**config.mk**
```make
export PLATFORM = sky130hd
export DESIGN_NAME = pipe_barrel_shifter
export DESIGN_NICKNAME = d
export VERILOG_FILES = /design/src/rtl/pipe_barrel_shifter.sv
export SDC_FILE = /design/constraint.sdc
export NUM_CORES = 1
export LEC_CHECK = 0
export BUFFER_PORTS_ARGS = -buffer_cell sky130_fd_sc_hd__buf_4
export CORE_MARGIN = 2
export CORE_UTILIZATION = 60
export CTS_CLUSTER_DIAMETER = 80
export DETAILED_ROUTE_END_ITERATION = 10
export GPL_TIMING_DRIVEN = 0
export PLACE_DENSITY = 0.81
export SYNTH_ARGS = -nofsm -noshare
export SYNTH_HDL_FRONTEND = slang
export SYNTH_SLANG_ARGS = --single-unit
```
**constraint.sdc**
```tcl
create_clock -name clk -period 6.8 [get_ports clk]
set_input_delay 1.7 -clock clk [delete_from_list [all_inputs] [get_ports clk]]
set_output_delay 1.7 -clock clk [all_outputs]
set_load 0.01 [all_outputs]
```
**src/rtl/pipe_barrel_shifter.sv**
```systemverilog
// Pipelined log-depth barrel shifter (SLL/SRL/SRA/ROR) with valid/ready flow control.
// Produces carry-out and zero flags; a register bank follows every PIPE_EVERY mux levels.
module pipe_barrel_shifter #(
  parameter int WIDTH      = 32,
  parameter int PIPE_EVERY = 2,
  localparam int LOG2W     = $clog2(WIDTH),
  localparam int NREG      = (LOG2W + PIPE_EVERY - 1) / PIPE_EVERY
) (
  input  logic             clk,
  input  logic             rst,
  input  logic             in_valid,
  output logic             in_ready,
  input  logic [WIDTH-1:0] in_data,
  input  logic [LOG2W-1:0] in_shamt,
  input  logic [1:0]       in_op,
  output logic             out_valid,
  input  logic             out_ready,
  output logic [WIDTH-1:0] out_data,
  output logic             out_carry,
  output logic             out_zero
);

  localparam logic [1:0] OP_SLL = 2'b00;
  localparam logic [1:0] OP_SRL = 2'b01;
  localparam logic [1:0] OP_SRA = 2'b10;
  localparam logic [LOG2W-1:0] SHAMT_ONE = LOG2W'(1);

  // One mux level: shift by 2^k; SRA keeps the sign because the MSB survives every level.
  function automatic logic [WIDTH-1:0] shift_level(input logic [WIDTH-1:0] d,
                                                   input logic [1:0] op,
                                                   input int k);
    case (op)
      OP_SLL:  shift_level = d << (1 << k);
      OP_SRL:  shift_level = d >> (1 << k);
      OP_SRA:  shift_level = WIDTH'($signed(d) >>> (1 << k));
      default: shift_level = (d >> (1 << k)) | (d << (WIDTH - (1 << k)));
    endcase
  endfunction

  logic             stall;
  logic             carry0;
  logic [LOG2W-1:0] idx_left;
  logic [LOG2W-1:0] idx_right;
  logic [WIDTH-1:0] stage;

  logic [WIDTH-1:0] src_data  [NREG];
  logic [LOG2W-1:0] src_shamt [NREG];
  logic [1:0]       src_op    [NREG];
  logic             src_carry [NREG];
  logic             src_valid [NREG];
  logic [WIDTH-1:0] mux_data  [NREG];

  logic [WIDTH-1:0] data_q    [NREG];
  logic [LOG2W-1:0] shamt_q   [NREG];
  logic [1:0]       op_q      [NREG];
  logic             carry_q   [NREG];
  logic             valid_q   [NREG];
  logic             zero_q;

  assign stall    = valid_q[NREG-1] & ~out_ready;
  assign in_ready = ~stall;

  // Carry is the last bit to leave the word; for ROR that is also the new MSB, in_data[shamt-1].
  assign idx_left  = ~in_shamt + SHAMT_ONE;
  assign idx_right = in_shamt - SHAMT_ONE;

  always_comb begin
    carry0 = 1'b0;
    if (in_shamt != '0) begin
      if (in_op == OP_SLL) carry0 = in_data[idx_left];
      else                 carry0 = in_data[idx_right];
    end
  end

  always_comb begin
    src_data[0]  = in_data;
    src_shamt[0] = in_shamt;
    src_op[0]    = in_op;
    src_carry[0] = carry0;
    src_valid[0] = in_valid;
    for (int b = 1; b < NREG; b++) begin
      src_data[b]  = data_q[b-1];
      src_shamt[b] = shamt_q[b-1];
      src_op[b]    = op_q[b-1];
      src_carry[b] = carry_q[b-1];
      src_valid[b] = valid_q[b-1];
    end
  end

  // Bank b owns mux levels b*PIPE_EVERY .. b*PIPE_EVERY+PIPE_EVERY-1.
  always_comb begin
    stage = '0;
    for (int b = 0; b < NREG; b++) begin
      stage = src_data[b];
      for (int k = 0; k < LOG2W; k++) begin
        if ((k / PIPE_EVERY) == b && src_shamt[b][k]) stage = shift_level(stage, src_op[b], k);
      end
      mux_data[b] = stage;
    end
  end

  // All banks advance or hold together; invalid beats still flow as bubbles.
  always_ff @(posedge clk) begin
    if (rst) begin
      for (int b = 0; b < NREG; b++) begin
        data_q[b]  <= '0;
        shamt_q[b] <= '0;
        op_q[b]    <= '0;
        carry_q[b] <= 1'b0;
        valid_q[b] <= 1'b0;
      end
      zero_q <= 1'b0;
    end else if (!stall) begin
      for (int b = 0; b < NREG; b++) begin
        data_q[b]  <= mux_data[b];
        shamt_q[b] <= src_shamt[b];
        op_q[b]    <= src_op[b];
        carry_q[b] <= src_carry[b];
        valid_q[b] <= src_valid[b];
      end
      zero_q <= (mux_data[NREG-1] == '0);
    end
  end

  assign out_valid = valid_q[NREG-1];
  assign out_data  = data_q[NREG-1];
  assign out_carry = carry_q[NREG-1];
  assign out_zero  = zero_q;

endmodule

```
Yosys cells after proc, flatten, opt, wreduce, memory -nomap -nowiden --
Memory sizes are Yosys's and may differ from the RTL's. Cells that the tools add are included. W data, S select, Z words.
Storage, ports and cells: RAM bits 123, memories 5, input bits 43, register bits after elaboration 1
Memories:
- data_q | words 3, bits a word 32, read ports 3, clocked after Yosys merged registers in 0, write ports 3, line 53 | logic [WIDTH-1:0] data_q [NREG];
- shamt_q | words 3, bits a word 5, read ports 2, clocked after Yosys merged registers in 0, write ports 3, line 54 | logic [LOG2W-1:0] shamt_q [NREG];
- op_q | words 3, bits a word 2, read ports 2, clocked after Yosys merged registers in 0, write ports 3, line 55 | logic [1:0] op_q [NREG];
- carry_q | words 3, bits a word 1, read ports 3, clocked after Yosys merged registers in 0, write ports 3, line 56 | logic carry_q [NREG];
- valid_q | words 3, bits a word 1, read ports 3, clocked after Yosys merged registers in 0, write ports 3, line 57 | logic valid_q [NREG];
Operators by class: reduce and logical (&&, ||, !) cells 5, muxes and demuxes 36, add/sub/neg operators 2, magnitude comparators 2, bitwise gates (word level) 24, equality and inequality tests 6
Operators by type and width (count):
- $pmux W32 S3 | 5
- $mux W32 | 8
- $logic_not A32 Y1 | 1
- $or A16 B32 Y32 | 1
- $or A24 B32 Y32 | 1
- $or A28 B32 Y32 | 1
- $or A30 B32 Y32 | 1
- $or A31 B32 Y32 | 1
- $mux W1 | 15
- $mux W5 | 3
- $or A1 B1 Y1 | 15
- $lt A5 B6 Y1 const B | 2
- $bmux W1 S5 | 2
- $eq A2 B1 Y1 const B | 3
- $eq A2 B2 Y1 const B | 3
- $logic_not A2 Y1 | 3
- $mux W2 | 3
- $add A5 B1 Y5 const B | 1
- $not A5 Y5 | 1
- $reduce_bool A5 Y1 | 1
- $sub A5 B1 Y5 const B | 1
- $not A1 Y1 | 2
- $and A1 B1 Y1 | 1

Logic depth before layout (Yosys ltp) --
An unclocked memory read counts as a cell.
depth after elaboration 8, mapped depth 11

Least setup slack after synthesis --
OpenSTA, ideal clock, no wires.
path type input-to-reg, from in in_shamt[0], to mem carry_q[0][0] (data pin), data arrival time 4148 ps, path slack 2388 ps, buffers on the path 4, setup time 264 ps, cell stages on the path 10, cell sequence buf_2 -> inv_2 -> buf_2 -> ha_1 -> buf_1 -> clkbuf_1 -> mux4_2 -> mux4_2 -> nand3b_1 -> nand4_1
RTL lines:
- start: declaration | line 14 | input logic [LOG2W-1:0] in_shamt,
- end: declaration | line 56

==> impl_results.md <==
* Total negative slack at 0 ns
* Post-synthesis cell count at 928
* Number of input and output port buffers inserted at 75
* Worst vdd rail ir drop at 160 µV
* Hold wc startpoint: valid_q[0][1]
* Starting DRT DRC Count at 1,068
* Layout cell share with drive strength beyond 1 at 19.0%
* Portion of the post-synthesis area used by sequential elements at 40.7%
* Post-Layout Cell Count at 1,196
* Worst clock skew at 0.0112 ns
* Worst hold-check path type: reg2reg
* Count of cell types in the netlist at 57
* Post-synthesis instance area at 8170 µm²
* Clock tree from TritonCTS: done
* Pin count of the biggest net entering global routing at 72
* Req. time, crit path at 6.90 ns
* Synth async-reset ratio at 0%
* Worst Tran Pin Value at 0.764 ns
* R2R Setup Slk at 4.20 ns
* Final routed DRC violation total at 0
* Number of top-level pins at 79
* Routability congestion estimate from global placement at 1.00
* Combined global-route utilization of all metal layers at 35.3%
* Hold_buf cts at 0
* Buffer levels on the longest clock path at 2
* Clock transition at path regs at 0.07 ns
* Number of antenna violations at the first check in global routing at 0
* Number of instances on the worst hold path at 1
* Wire length of the first global-routing pass at 39,300 µm
* Detailed Routing Iterations Pass 1 at 6
* Leftover overflow at the end of global routing at 0
* Highest clock frequency the design can meet at 225 MHz
* Pwr per Cell Area at 210 nW/µm²
* Root Buffer Master: clkbuf_16
* Number of flops mapped to enable cells by yosys at 110
* Total Power at 1.95 mW
* Final-report max-slew violation count at 0
* Final cell area excluding filler cells at 9290 µm²
* Routed Antenna Nets at 0
* Proportion of netlist area held by the largest area contributor at 40.4%
* Clock latency at the later pin of the worst-skew pair at 0.36 ns
* Post-placement cell count at 1,180
* Synthesized net count at 973
* Clock period minus final worst setup slack at 4.45 ns
* Main flop type after synthesis: edfxtp_1
* Worst slew margin at 48.9%
* Hold Vio Cnt, Final at 0
* Count of nets after finishing at 1,060
* FILL cells at 1,085
* Row Count at 42
* Post-DR vias/cell at 6.62
* Critical-path maximum fanout at 10
* Die H at 121 µm
* Worst R2R Start: op_q[0][0]
* Final setup violation count at 0
* Capture instance of the worst register-to-register path: data_q[0][42]
* Flops & latches, synth at 111
* Placed standard-cell area at 8990 µm²
* Min-Delay Endpoint: valid_q[0][2]
* Number of vias after detailed routing at 7,920
* Via count of the first global-routing pass at 7,160
* Core area at 13,300 µm²
* Die X-Extent at 121 µm
* Unrepaired setup endpoints after global routing: false
* Synth top area cells: edfxtp_1, nand2_1, mux4_2
* Crit path kind: in2reg
* Avg Synthesized Cell Area at 8.81 µm²
* Setup repair bufs after CTS at 0
* Inserted Clock Buffers at 9
* Diodes inserted at 0
* Hold_ws at 0.514 ns
* Routed wire length at 25,200 µm
* LEAKAGE at 3.64 nW
* CP Launch Point: in_shamt[0]
* Die outline area at 14,600 µm²
* Area growth from synthesis to layout at 13.7%
* Starting density of the core at 61.5%
* Number of cells on the worst reg-to-reg path at 7
* Count of maximum capacitance violations at 0
* Startpoint kind of the worst setup timing path: input pin
* Sink count of the clock tree at 111
* Cell accounting for the most synthesized area: edfxtp_1
* Critical path endpoint category: flip-flop
* DP HPWL at 19,000 µm
* Outcome: completed
* Final cycle utilization of the critical path at 65.4%
* Number of resized instances in the post-cts repair step at 0
* Total number of yosys warnings at 0
* Endpoint arrival time on the critical path at 4.55 ns
* H-tree depth at 3
* Average wire per cell in the routed design at 21.0 µm
[cell type report]
class	instances	area, µm²	share of cell area (%)
sequential	111	3320	35.8
clock inverter	7	78.8	0.848
tap	176	220	2.37
multi-input combinational	693	4230	45.5
clock buffer	9	225	2.42
inverter	7	26.3	0.283
buffer	117	599	6.45
timing repair buffer	76	591	6.36
[Yosys cell counts, types with 2 or more instances]
cell	count
a211oi_1	18
a21boi_1	3
a21o_1	5
a21oi_1	50
a221o_1	7
a221oi_1	12
a22oi_1	10
a311o_1	2
a311oi_1	34
a31oi_1	47
and2_1	22
and3_1	4
buf_1	6
buf_2	26
buf_4	32
clkbuf_1	52
edfxtp_1	110
ha_1	2
inv_1	5
inv_2	2
mux2_1	4
mux2_2	6
mux2_4	3
mux2i_1	4
mux4_2	27
nand2_1	169
nand2b_1	13
nand3_1	16
nand3b_1	2
nand4_1	6
nor2_1	153
nor2_2	2
nor2b_1	3
nor3_1	13
nor4_1	6
nor4bb_1	8
o211ai_1	2
o21ai_0	15
o21ai_1	5
o311a_1	3
or2_1	2
xnor2_1	2
[critical path: stages]
cell and delay [ns]:
buf_2 0.28, inv_2 0.10, buf_2 0.24, ha_1 0.31, buf_1 0.33, clkbuf_1 0.49
mux4_2 0.41, mux4_2 0.50, nand3b_1 0.10, nand4_1 0.09
[worst max-delay path by stage]
stage,to,slack [ns]
global placement,carry_q[0][0],2.03
detailed placement,carry_q[0][0],1.97
CTS,carry_q[0][0],2.33
global route,carry_q[0][0],2.15
finish,carry_q[0][0],2.35
floorplan,carry_q[0][0],2.39
[metrics by stage]
| step | worst slack [ns] | util (%) |
|---|---|---|
| 2_1_floorplan | 2.39 | - |
| 3_3_place_gp | 2.03 | 67.4 |
| 3_5_place_dp | 1.97 | 67.6 |
| 4_1_cts | 2.33 | 69.9 |
| 5_1_grt | 2.15 | 69.9 |
| 6_report | 2.35 | 69.9 |
[metal layers]
layer  up-vias  global-route usage (%)  wire length (µm)
li1       3568                       -                 -
met1      3659                    45.1              9450
met2       599                    59.9             12300
met3        94                    5.33              2470
met4         0                    15.3              1010
met5         -                       0                 0
[layout by cell type, fill, tap and decap left out, drive strengths merged, types with 16 or more instances in the layout]
master,n
a211oi,18
a21oi,50
a311oi,34
a31oi,47
and2,22
buf,141
clkbuf,61
edfxtp,110
mux4,27
nand2,169
nand3,16
nor2,156
o21ai,20
[report_power, final]
group | switching [mW] | total (mW) | internal [mW] | leakage [nW]
registers | 0.0551 | 0.881 | 0.826 | 1.30
clock network | 0.251 | 0.541 | 0.290 | 0.144
logic | 0.312 | 0.529 | 0.216 | 2.19
total | 0.618 | 1.95 | 1.33 | 3.64
[flip-flops by register name (all words and copies together), names as in the netlist]
| signal | count |
|---|---|
| data_q | 96 |
| op_q | 4 |
| shamt_q | 4 |
| carry_q | 3 |
| valid_q | 3 |
| out_zero | 1 |
[kinds of logic after synthesis]
kind of cell	Yosys count	synth area share, %
simple gates	426	22.9
fa+ha+maj	2	0.306
flops	111	40.7
buf+inv	124	7.65
mux	44	9.86
compound gates	218	18.3
xor+xnor	3	0.322
Note: power is estimated with default switching activity, not from simulation.
